### config.mk
export PLATFORM = sky130hd
export DESIGN_NAME = regfile_wb_arbiter
export DESIGN_NICKNAME = d
export VERILOG_FILES = /design/src/rtl/regfile_wb_arbiter.sv
export SDC_FILE = /design/constraint.sdc
export NUM_CORES = 1
export LEC_CHECK = 0
export BUFFER_PORTS_ARGS = -buffer_cell sky130_fd_sc_hd__buf_4
export CAP_MARGIN = 20
export CORE_MARGIN = 2
export CORE_UTILIZATION = 52
export CTS_CLUSTER_SIZE = 20
export DETAILED_ROUTE_END_ITERATION = 10
export PLACE_DENSITY_LB_ADDON = 0.3
export SYNTH_ARGS = -nofsm -noshare
export SYNTH_HDL_FRONTEND = slang
export SYNTH_SLANG_ARGS = --single-unit
### constraint.sdc
create_clock -name clk -period 2.3 [get_ports clk]
set_input_delay 0.23 -clock clk [delete_from_list [all_inputs] [get_ports clk]]
set_output_delay 0.23 -clock clk [all_outputs]
set_load 0.03 [all_outputs]
### src/rtl/regfile_wb_arbiter.sv
// Writeback arbiter for a single register-file write port: round-robin between ALU and load
// results, plus a busy scoreboard that drives issue stalls and source-operand hazards.
module regfile_wb_arbiter (
   input  logic        clk,
   input  logic        rst_n,
   input  logic        issue_valid,
   input  logic [4:0]  issue_rd,
   output logic        issue_ready,
   input  logic        req0_valid,
   input  logic [4:0]  req0_addr,
   input  logic [31:0] req0_data,
   output logic        req0_ready,
   input  logic        req1_valid,
   input  logic [4:0]  req1_addr,
   input  logic [31:0] req1_data,
   output logic        req1_ready,
   output logic        we3,
   output logic [4:0]  wa3,
   output logic [31:0] wd3,
   input  logic [4:0]  ra1,
   input  logic [4:0]  ra2,
   output logic        hazard,
   output logic        wb_err
);

   logic [31:0] busy_q, busy_d;
   logic        last_grant_q, last_grant_d;
   logic        we3_q, we3_d;
   logic [4:0]  wa3_q, wa3_d;
   logic [31:0] wd3_q, wd3_d;
   logic        wb_err_q, wb_err_d;

   logic        grant0, grant1, wb_fire, issue_fire;
   logic [4:0]  wb_addr;
   logic [31:0] wb_data;

   // last_grant_q is 1 when req1 won the most recent handshake, so req0 wins the next tie.
   always_comb begin
      grant0     = req0_valid && (!req1_valid || last_grant_q);
      grant1     = req1_valid && !grant0;
      wb_fire    = grant0 || grant1;
      wb_addr    = grant1 ? req1_addr : req0_addr;
      wb_data    = grant1 ? req1_data : req0_data;
      issue_fire = issue_valid && !busy_q[issue_rd];

      last_grant_d = last_grant_q;
      if (wb_fire) begin
         last_grant_d = grant1;
      end

      // Writeback clears first so an issue to the same register in that cycle leaves it busy.
      busy_d = busy_q;
      if (wb_fire && (wb_addr != 5'd0)) begin
         busy_d[wb_addr] = 1'b0;
      end
      if (issue_fire && (issue_rd != 5'd0)) begin
         busy_d[issue_rd] = 1'b1;
      end
      busy_d[0] = 1'b0;

      we3_d = wb_fire && (wb_addr != 5'd0);
      wa3_d = wa3_q;
      wd3_d = wd3_q;
      if (wb_fire) begin
         wa3_d = wb_addr;
         wd3_d = wb_data;
      end

      wb_err_d = wb_err_q || (we3_d && !busy_q[wb_addr]);
   end

   always_ff @(posedge clk or negedge rst_n) begin
      if (!rst_n) begin
         busy_q       <= '0;
         last_grant_q <= 1'b1;
         we3_q        <= 1'b0;
         wa3_q        <= '0;
         wd3_q        <= '0;
         wb_err_q     <= 1'b0;
      end else begin
         busy_q       <= busy_d;
         last_grant_q <= last_grant_d;
         we3_q        <= we3_d;
         wa3_q        <= wa3_d;
         wd3_q        <= wd3_d;
         wb_err_q     <= wb_err_d;
      end
   end

   assign issue_ready = !busy_q[issue_rd];
   assign req0_ready  = grant0;
   assign req1_ready  = grant1;
   assign we3         = we3_q;
   assign wa3         = wa3_q;
   assign wd3         = wd3_q;
   assign wb_err      = wb_err_q;
   assign hazard      = ((ra1 != 5'd0) && busy_q[ra1]) || ((ra2 != 5'd0) && busy_q[ra2]);

endmodule
# After elaboration in Yosys (flattened, before gate mapping)

Cells that the tools add are included.

Bits in registers: 71
Input bits: 94
Output and inout port bits: 43
Logic and storage cells: 53

$lt $le $gt $ge: 6
Muxes and demuxes: 16
Bitwise gates (word level): 3
Reductions and logical operators: 22

Operators with widths:

| cell                                                               | count |
|---|---|
| two-way mux 32 bit                                                 | 3 |
| AND 32 bit                                                         | 1 |
| inverter 32 bit                                                    | 1 |
| bitwise OR 32 bit                                                  | 1 |
| less-than comparator 5 x 6 -> 1 bit (second input constant)        | 4 |
| binary-select mux 1 bit (select 5 bit)                             | 4 |
| nonzero test 5 bit                                                 | 4 |
| demux 1 bit (select 5 bit)                                         | 2 |
| greater-or-equal comparator 5 x 1 -> 1 bit (second input constant) | 2 |
| logical AND 1 bit                                                  | 10 |
| two-way mux 1 bit                                                  | 6 |
| two-way mux 5 bit                                                  | 1 |
| zero test 1 bit                                                    | 4 |
| logical OR 1 bit                                                   | 4 |

# Logic depth before layout (Yosys ltp)

Gate-level depths: netlist of the first run.

Word-level depth: 15
Mapped depth: 9
Gate-level depth less buffers: 7

# Least setup slack after synthesis of the first run

OpenSTA, ideal clock, no wires.

Path kind: in2out
Start point: input port ra2[0]
End point: output port hazard
Data arrival time: 1987 ps
Data required time: 2070 ps
Setup slack: 83 ps
Stages: 5
Buffers on the path: 1
Cells stage by stage: clkbuf_1 mux4_2 mux4_2 mux2i_1 nand2_1

Word-level cells in the longest chain between the ends: 4
Elaborated cells between the ends (all ways): 5
Classes of those cells: mux (2); reduce/logical (3)

Ends and longest elaborated chain:

| element                                 | line | text |
|---|---|---|
| start, declared                         | 21   | `input logic [4:0] ra2,` |
| binary-select mux 1 bit (select 5 bit)  | 97   | `assign hazard = ((ra1 != 5'd0) && busy_q[ra1]) \|\| ((ra2 != 5'd0) && busy_q[ra2]);` |
| two-way mux 1 bit (implied by the code) | 97   |  |
| logical AND 1 bit *                     | 97   |  |
| logical OR 1 bit *                      | 97   |  |
| end, declared                           | 22   | `output logic hazard,` |

Mark *: on every way between the ends. The rest lies on a longest branch, timed or not. The select of a mux whose other input is x is not followed.

# Worst setup path after layout of the first run

Start point: register busy_q[7]
End point: output port issue_ready

Word-level cells in the longest chain between the ends: 3

Ends and longest elaborated chain:

| element                                 | line | text |
|---|---|---|
| start, declared                         | 26   | `logic [31:0] busy_q, busy_d;` |
| start signal, assigned                  | 81   | `busy_q <= busy_d;` |
| binary-select mux 1 bit (select 5 bit)  | 90   | `assign issue_ready = !busy_q[issue_rd];` |
| two-way mux 1 bit (implied by the code) | 90   |  |
| zero test 1 bit                         | 90   |  |
| end, declared                           | 8    | `output logic issue_ready,` |

No other way between the ends. The select of a mux whose other input is x is not followed.

==> results.toml, run 1 <==
[status]
status = "complete, but fails checks"
violations = "hold timing, setup timing"

[synthesis]
synth_compound_area_share_pct = 14.94
synthAdderAreaFrac_pct = 0
yosys_warnings = 0
yosysUniqueCellTypes = 42
synthCells = 422
seq_area_frac_synth_pct = 41.07
ys_seq_elements = 71
synth_top_area_cell = "dfrtp_1"
async_reset_ff_share_pct = 100.0
yosys-top-cells-count = "dfrtp_1, o21ai_0, a21oi_1, nor2_1, mux2i_1"
synth_top_cell_area_share_pct = 40.46
synth_edf_count = 0
synth_top_family_by_area = "multiplexers"
synth_area_mm2 = 0.004329
synth_xor_area_share_pct = 0
post-synth-top-count-cell = "dfrtp_1"
synthSimpleGateAreaFrac_pct = 12.43
syn_nets = 516
synth.avg_cell_area_um2 = 10.26
synth_mux_area_share_pct = 28.44
ys.flop_type = "dfrtp_1"
synth_area_leaders = "dfrtp_1, mux4_2, mux2i_1, o21ai_0, a21oi_1"

[clock_network]
cts_tree = "built"
h-tree-depth = 3
clock-sinks = 71
cts.path.max_buffers = 2
cts_root_buf = "clkbuf_8"
path_clk_slew_ns = 0.08
clock_latency_ns = 0.34
numCtsBuffers = 9

[sta]
fin_ws_ns = -0.03821
worst_pin_slew_ns = 0.9147
max_slew_margin_pct = 39.02
timing.final.crit_period_ns = 2.338
drv_slew = 0
finalSetupTns_ns = -0.07519
fin_worst_skew_ns = 0.008968
fin_crit_sh_pct = 101.7
hold_viol_final = 1
max_freq_ghz = 0.4277
rsz0062_at_grt = "true"
whs_ns = -0.005635
finalSetupViolCount = 2

[global_routing]
grt_pass1_vias = 4218
overflow = 0
antenna_found_initial = 0
grt_pass1_wl_mm = 20.94
grt_usage_pct = 30.24
grt_max_degree = 72

[power_and_ir_drop]
p_switching_w = 0.001637
p_leak_nw = 2.597
p_int_w = 0.002910
peakVddDrop_v = 0.0004074
power_frac_clock_pct = 21.4
swShare_pct = 35.99
combPwrFrac_pct = 38.4
pwr-share-seq_pct = 40.2
power_density_mw_per_mm2 = 785.9

[final_layout]
fin_nets = 663
syn2layout_area_growth_pct = 33.64
seq_area_mm2 = 0.001782
antenna_cells = 0
fin_util_pct = 71.13
n_fill_cell = 600
multi_input_area_mm2 = 0.002466
drive_gt1_share_pct = 39.44

[setup_path]
crit_chain = "mux4_2 > mux4_2 > mux2i_1 > buf_4"
cpMostUsedCell = "mux4_2"
cpMaxStageDelayCell = "mux4_2"
critPathMaxStageDelay_ns = 0.51
startpoint_type = "flip-flop"
worstPathArrival_ns = 2.11
path_max_fanout = 6
critical_path_class = "reg2out"
crit_path_end_kind = "primary output"
cp.required_ns = 2.07

[route]
dr_wl_met3_mm = 1.348
routed_wl_mm = 13.16
drtAntennaViolNets = 0
viasPerCell = 6.178
dr.first_iter.drc_count = 363
drc = 0
routed.top_layer = "met4"
vias = 4189
wl_met1_mm = 4.924
wl_per_cell_um = 19.41
route.met2.wl_mm = 6.536
drtPass1Iterations = 5

[floorplan]
rows = 33
start_util_pct = 53.22
dieWidth_um = 95.25
pin_count = 137
die_height_um = 95.25
dieArea_mm2 = 0.009072
coreArea_mm2 = 0.008134

[place]
io_buffers = 136
gp_congestion = 0.9960
dp_hpwl_mm = 9.603

[flow_run]
cap_violations = 0

[min_path]
worstHoldPathType = "in2async"
cells by family after synthesis:
logic type | count (synthesis)
buffers and inverters | 32
and+or+nand+nor | 117
muxes | 83
DFF | 71
AOI/OAI and AO/OA | 119
per-layer routing:
metal | GRT usage (%) | up-vias
li1 | - | 1857
met1 | 37.13 | 2004
met2 | 50.41 | 285
met3 | 8.933 | 43
met4 | 11.47 | 0
met5 | 0 | -
timing repair:
item,4_1_cts,5_1_grt
setup endpoints to repair,3,3
buffers inserted,5,5
cloned,0,1
pin swaps,1,1
hold buffers,0,0
resized for setup,2,8
hold endpoints to repair,0,0
placed cells by master, fill, tap and decap left out, types with 4 or more instances in the layout:
master	synthesis	layout
mux4_2	30	30
dfrtp_1	70	67
inv_1	8	8
clkbuf_8	0	9
a21oi_1	47	47
nor2_1	47	47
nand3_1	6	6
o21ai_0	58	57
mux2i_1	45	43
nand2b_1	4	4
mux2_2	6	6
nand3b_1	4	4
nand2_1	37	37
buf_4	1	158
power groups by stage:
stage	clock network (W)	registers, W	logic (W)
finish	0.000972	0.00183	0.00175
global route	0.00104	0.00187	0.00187
CTS	0.000986	0.00181	0.00167
detailed placement	0	0.00185	0.00160
global placement	0	0.00183	0.00157
floorplan	0	0.00191	0.000890
final timing paths:
path | startpoint | end | slack [ns] | cells after the start
max | busy_q[7] | issue_ready | -0.04 | 4
min | rst_n | wd3[15] | -0.006 | 1
max reg2reg | last_grant_q | wb_err | 0.11 | 7
min reg2reg | wb_err | wb_err | 0.50 | 1
max in group asynchronous | rst_n | busy_q[25] | 1.63 | 1
min in group clk | req0_valid | last_grant_q | 0.11 | 2
layout make-up:
type                            instances  area share, %
Clock inverter                          4         0.8218
Clock buffer                           11          2.271
Sequential cell                        71          30.80
Multi-Input combinational cell        320          42.63
Timing Repair Buffer                  159          20.70
Inverter                                8         0.5190
Tap cell                              105          2.271
worst max-delay path, delay by kind of cell, from the launching register on:
kind / cells / cell delay, ns
buffers and inverters: 1 / 0.18
DFF: 1 / 0.44
muxes: 3 / 1.14
per-stage QoR:
step	instances	worst slack, ns	area [um^2]	total power (W)
6_report	678	-0.03821	5786	0.004547
3_3_place_gp	652	0.1046	5485	0.003403
2_1_floorplan	422	0.08302	4329	0.002802
5_1_grt	678	-0.1200	5786	0.004783
4_1_cts	672	-0.04930	5709	0.004467
3_5_place_dp	652	-0.01380	5485	0.003444
sequential cells by signal, summed over array words and instances, names as in the netlist:
| register | count |
|---|---|
| we3 | 1 |
| wb_err | 1 |
| busy_q | 31 |
| last_grant_q | 1 |
| wa3 | 5 |
| wd3 | 32 |
No activity file was read; power rests on OpenSTA's default activity.
==> run 2: changes to the inputs <==
SETUP_SLACK_MARGIN = 0.1   (was default)
==> results.toml, run 2 (synthesized netlist as in run 1, its figures left out) <==
[floorplan]
coreArea_mm2 = 0.008134
dieWidth_um = 95.25
start_util_pct = 53.22
rows = 33
pin_count = 137
die_height_um = 95.25
dieArea_mm2 = 0.009072

[clock_network]
path_clk_slew_ns = 0.08
cts.path.max_buffers = 2
clock_latency_ns = 0.34
cts_hold_buffers = 0
cts_tree = "built"
h-tree-depth = 3
numCtsBuffers = 9
clock-sinks = 71
cts_root_buf = "clkbuf_8"

[sta]
fin_worst_skew_ns = 0.008893
finalSetupTns_ns = -0.05124
fin_ws_ns = -0.03047
whs_ns = -0.002963
worst_pin_slew_ns = 0.8628
drv_slew = 0
rsz0062_at_grt = "true"
hold_viol_final = 1
timing.final.crit_period_ns = 2.330
max_freq_ghz = 0.4291
max_slew_margin_pct = 42.48
fin_crit_sh_pct = 101.3
finalSetupViolCount = 2

[final_layout]
multi_input_area_mm2 = 0.002452
n_fill_cell = 608
drive_gt1_share_pct = 40.14
seq_area_mm2 = 0.001783
fin_nets = 668
largest_register_ffs = 32
layout_commonest_cell = "buf_4"
antenna_cells = 0
syn2layout_area_growth_pct = 34.65
layout_common_cells = "buf_4, dfrtp_1, o21ai_0, nor2_1, a21oi_1"

[route]
wl_per_cell_um = 18.82
dr.first_iter.drc_count = 308
drtPass1Iterations = 5
routed_wl_mm = 12.85
drc = 0
vias = 4152
drtAntennaViolNets = 0
viasPerCell = 6.079

[place]
dp_hpwl_mm = 9.411
io_buffers = 136
post-place-ws_ns = 0.1302
gp_congestion = 0.9249

[setup_path]
critical_path_class = "reg2out"
crit_path_end_kind = "primary output"
crit_chain = "mux4_2 > mux4_2 > mux2i_2 > buf_4"
cpMaxStageDelayCell = "mux4_2"
critPathMaxStageDelay_ns = 0.50
worstPathArrival_ns = 2.10
cp.required_ns = 2.07
cpMostUsedCell = "mux4_2"
startpoint_type = "flip-flop"
path_max_fanout = 5

[global_routing]
grt_max_degree = 72
grt_pass1_wl_mm = 20.09
grt_usage_pct = 29.36
antenna_found_initial = 0
grt_pass1_vias = 4089
overflow = 0

[flow_run]
cap_violations = 0

[status]
status = "complete, but fails checks"
violations = "hold timing, setup timing"

[min_path]
worstHoldPathType = "in2async"

[power_and_ir_drop]
power_density_mw_per_mm2 = 789.1
p_leak_nw = 2.620
peakVddDrop_v = 0.0004414
==> run 2: worst paths after layout <==
path	from	endpoint	slack [ns]	depth (start not counted)
min in group clk	req0_valid	last_grant_q	0.10	2
min reg2reg	wb_err	wb_err	0.49	1
max reg2reg	last_grant_q	wb_err	0.14	5
max	busy_q[29]	issue_ready	-0.03	4
max in group asynchronous	rst_n	busy_q[5]	1.71	1
min	rst_n	wd3[4]	-0.003	1
==> run 2: where the power goes <==
group          switching (W)  internal, W  total [W]  leakage [nW]
Combinational       0.000854     0.000913    0.00177          1.69
Sequential          0.000297      0.00153    0.00182         0.833
Clock               0.000457     0.000553    0.00101        0.0985
Total                0.00161      0.00299    0.00460          2.62
==> run 2: critical path, delay by kind of cell, from the launching register on <==
kind	cells	cell delay [ns]
muxes	3	1.14
DFF	1	0.44
buffers and inverters	1	0.18
==> run 2: timing repair <==
| item | CTS | global route |
|---|---|---|
| pin swaps | 1 | 1 |
| resized for setup | 5 | 3 |
| setup endpoints to repair | 2 | 11 |
| cloned | 0 | 1 |
| buffers inserted | 9 | 4 |
==> run 2: area by class of cell <==
type                       instances  area share [%]
multi-input combinational        320           42.07
sequential                        71           30.59
timing repair buffer             164           21.18
clock buffer                      12           2.662
tap                              105           2.254
clock inverter                     3          0.7298
inverter                           8          0.5151
==> run 2: stage by stage <==
| stage | utilization [%] | hold slack (ns) | power, W | cell area [um^2] | std cells |
|---|---|---|---|---|---|
| after CTS | 71.04 | 0.02326 | 0.004564 | 5778 | 678 |
| after global routing | 71.67 | 0.06746 | 0.004848 | 5829 | 683 |
| after floorplan | - | -0.06559 | 0.002808 | 4334 | 422 |
| final | 71.67 | -0.002963 | 0.004600 | 5829 | 683 |
| after detailed placement | 67.67 | 0.4013 | 0.003453 | 5504 | 654 |
| after global placement | 67.67 | 0.4013 | 0.003396 | 5504 | 654 |
==> run 2: metal layers <==
layer	routed length, um	GRT usage [%]	up-vias
li1	-	-	1863
met1	4821	34.64	1976
met2	6255	49.65	261
met3	1308	8.538	52
met4	467	13.16	0
met5	0	0	-
==> run 3: changes to the inputs <==
==> constraint.sdc (replaced) <==
create_clock -name clk -period 2.3 [get_ports clk]
set_input_delay 0.46 -clock clk [delete_from_list [all_inputs] [get_ports clk]]
set_output_delay 0.46 -clock clk [all_outputs]
set_load 0.03 [all_outputs]
==> results.toml, run 3 (synthesized netlist as in run 1, its figures left out) <==
[route]
vias = 4266
routed_wl_mm = 13.62
dr.first_iter.drc_count = 475
wl_per_cell_um = 19.46
drtPass1Iterations = 6
drtAntennaViolNets = 0
drc = 0
viasPerCell = 6.094

[flow_run]
cap_violations = 0

[place]
dpl.cell_count = 677
dp_hpwl_mm = 10.10
gp_congestion = 0.9427
io_buffers = 136

[global_routing]
grt_pass1_wl_mm = 21.60
overflow = 0
grt_pass1_vias = 4281
antenna_found_initial = 0
grt_usage_pct = 31.53
grt_max_degree = 49

[clock_network]
cts.path.max_buffers = 2
h-tree-depth = 3
clock_latency_ns = 0.35
numCtsBuffers = 9
path_clk_slew_ns = 0.08
cts_tree = "built"
cts_root_buf = "clkbuf_8"
clock-sinks = 71

[final_layout]
fin_util_pct = 74.34
antenna_cells = 0
layout_commonest_cell = "buf_4"
layout.cells.non_filler = 700
n_fill_cell = 568
layout_common_cells = "buf_4, dfrtp_1, o21ai_0, nor2_1, a21oi_1"
seq_area_mm2 = 0.001792
syn2layout_area_growth_pct = 39.68
fin_nets = 684
multi_input_area_mm2 = 0.002479
largest_register_ffs = 32
drive_gt1_share_pct = 43.70

[setup_path]
critical_path_class = "reg2out"
worstPathArrival_ns = 2.15
path_max_fanout = 4
cp.required_ns = 1.84
r2r_slack_ns = 0.16
worst-path-stages = 5
startpoint_type = "flip-flop"
crit_start = "busy_q[6]"
crit_family = "multiplexers"
reg2reg_depth = 6
crit_chain = "mux4_2 > mux4_2 > mux2i_1 > nand2_2 > buf_6"
cpMostUsedCell = "mux4_2"
crit_path_end = "hazard"
crit_path_end_kind = "primary output"
r2r_end = "wb_err"
cpMaxStageDelayCell = "mux4_2"
rr_startpoint = "last_grant_q"
path_buf_inv = 1
critPathMaxStageDelay_ns = 0.49

[floorplan]
die_height_um = 95.25
rows = 33
coreArea_mm2 = 0.008134
dieArea_mm2 = 0.009072
dieWidth_um = 95.25
start_util_pct = 53.22
pin_count = 137

[sta]
finalSetupViolCount = 2
fin_ws_ns = -0.3119
max_freq_ghz = 0.3829
whs_ns = 0.02298
finalSetupTns_ns = -0.5743
rsz0062_at_grt = "true"
timing.final.crit_period_ns = 2.612
worst_pin_slew_ns = 0.4422
fin_worst_skew_ns = 0.01093
max_slew_margin_pct = 70.52
hold_viol_final = 0
drv_slew = 0
fin_crit_sh_pct = 113.6

[power_and_ir_drop]
power_frac_clock_pct = 24.2
finalPower_w = 0.004966
swShare_pct = 34.73
p_int_w = 0.003241
combPwrFrac_pct = 38.3
power_density_mw_per_mm2 = 821.2
peakVddDrop_v = 0.0004266
p_switching_w = 0.001725
pwr-share-seq_pct = 37.5
p_leak_nw = 2.723

[min_path]
worstHoldPathType = "in2async"

[status]
status = "complete, but fails checks"
violations = "setup timing"
## run 3: metrics by stage
step                      setup WS, ns  cell area (um^2)
after floorplan              -0.003443              4404
after global placement         -0.1706              5710
after detailed placement       -0.2049              5710
after CTS                      -0.3060              5983
after global routing           -0.3460              6047
final                          -0.3119              6047
## run 3: repair_timing
item | CTS | global route
setup endpoints to repair | 2 | 14
gates cloned | 0 | 1
buffers inserted | 3 | 3
gates resized for setup | 7 | 12
pin swaps | 1 | 2
hold endpoints to repair | 0 | 0
hold buffers | 0 | 0
## run 3: power by group through the flow
| stage | Clock [W] | Combinational [W] | Sequential, W |
|---|---|---|---|
| 3_3_place_gp | 0 | 0.00174 | 0.00185 |
| 3_5_place_dp | 0 | 0.00179 | 0.00187 |
| 5_1_grt | 0.00128 | 0.00204 | 0.00189 |
| 6_report | 0.00120 | 0.00190 | 0.00186 |
| 2_1_floorplan | 0 | 0.000923 | 0.00191 |
| 4_1_cts | 0.00121 | 0.00185 | 0.00184 |
## run 3: worst register-to-register path, delay by kind of cell (launching register included)
kind	cells	cell delay, ns
flops	1	0.56
simple gates	1	0.41
buf+inv	1	0.14
compound gates	3	0.74
mux	1	0.18
## run 3: per-layer routing
layer | track usage [%] | vias up | wire (um)
li1 | - | 1907 | -
met2 | 51.17 | 284 | 6676
met1 | 39.21 | 2037 | 4995
met4 | 14.13 | 0 | 476
met3 | 9.091 | 38 | 1472
met5 | 0 | - | 0
## run 3: how the worst min path moves through the flow
stage	startpoint	to	slack [ns]
final	rst_n	wd3[7]	0.02
after global routing	rst_n	wd3[7]	0.04
after detailed placement	rst_n	wd3[10]	0.41
after global placement	rst_n	wd3[10]	0.41
after floorplan	rst_n	busy_q[10]	0.16
after CTS	rst_n	wd3[10]	0.03
## run 3: final cells by class
type / count / area share (%)
inverter: 8 / 0.5587
sequential: 71 / 29.63
clock buffer: 10 / 2.110
multi-input combinational: 320 / 40.99
tap: 105 / 2.173
timing repair buffer: 180 / 22.74
clock inverter: 6 / 1.800
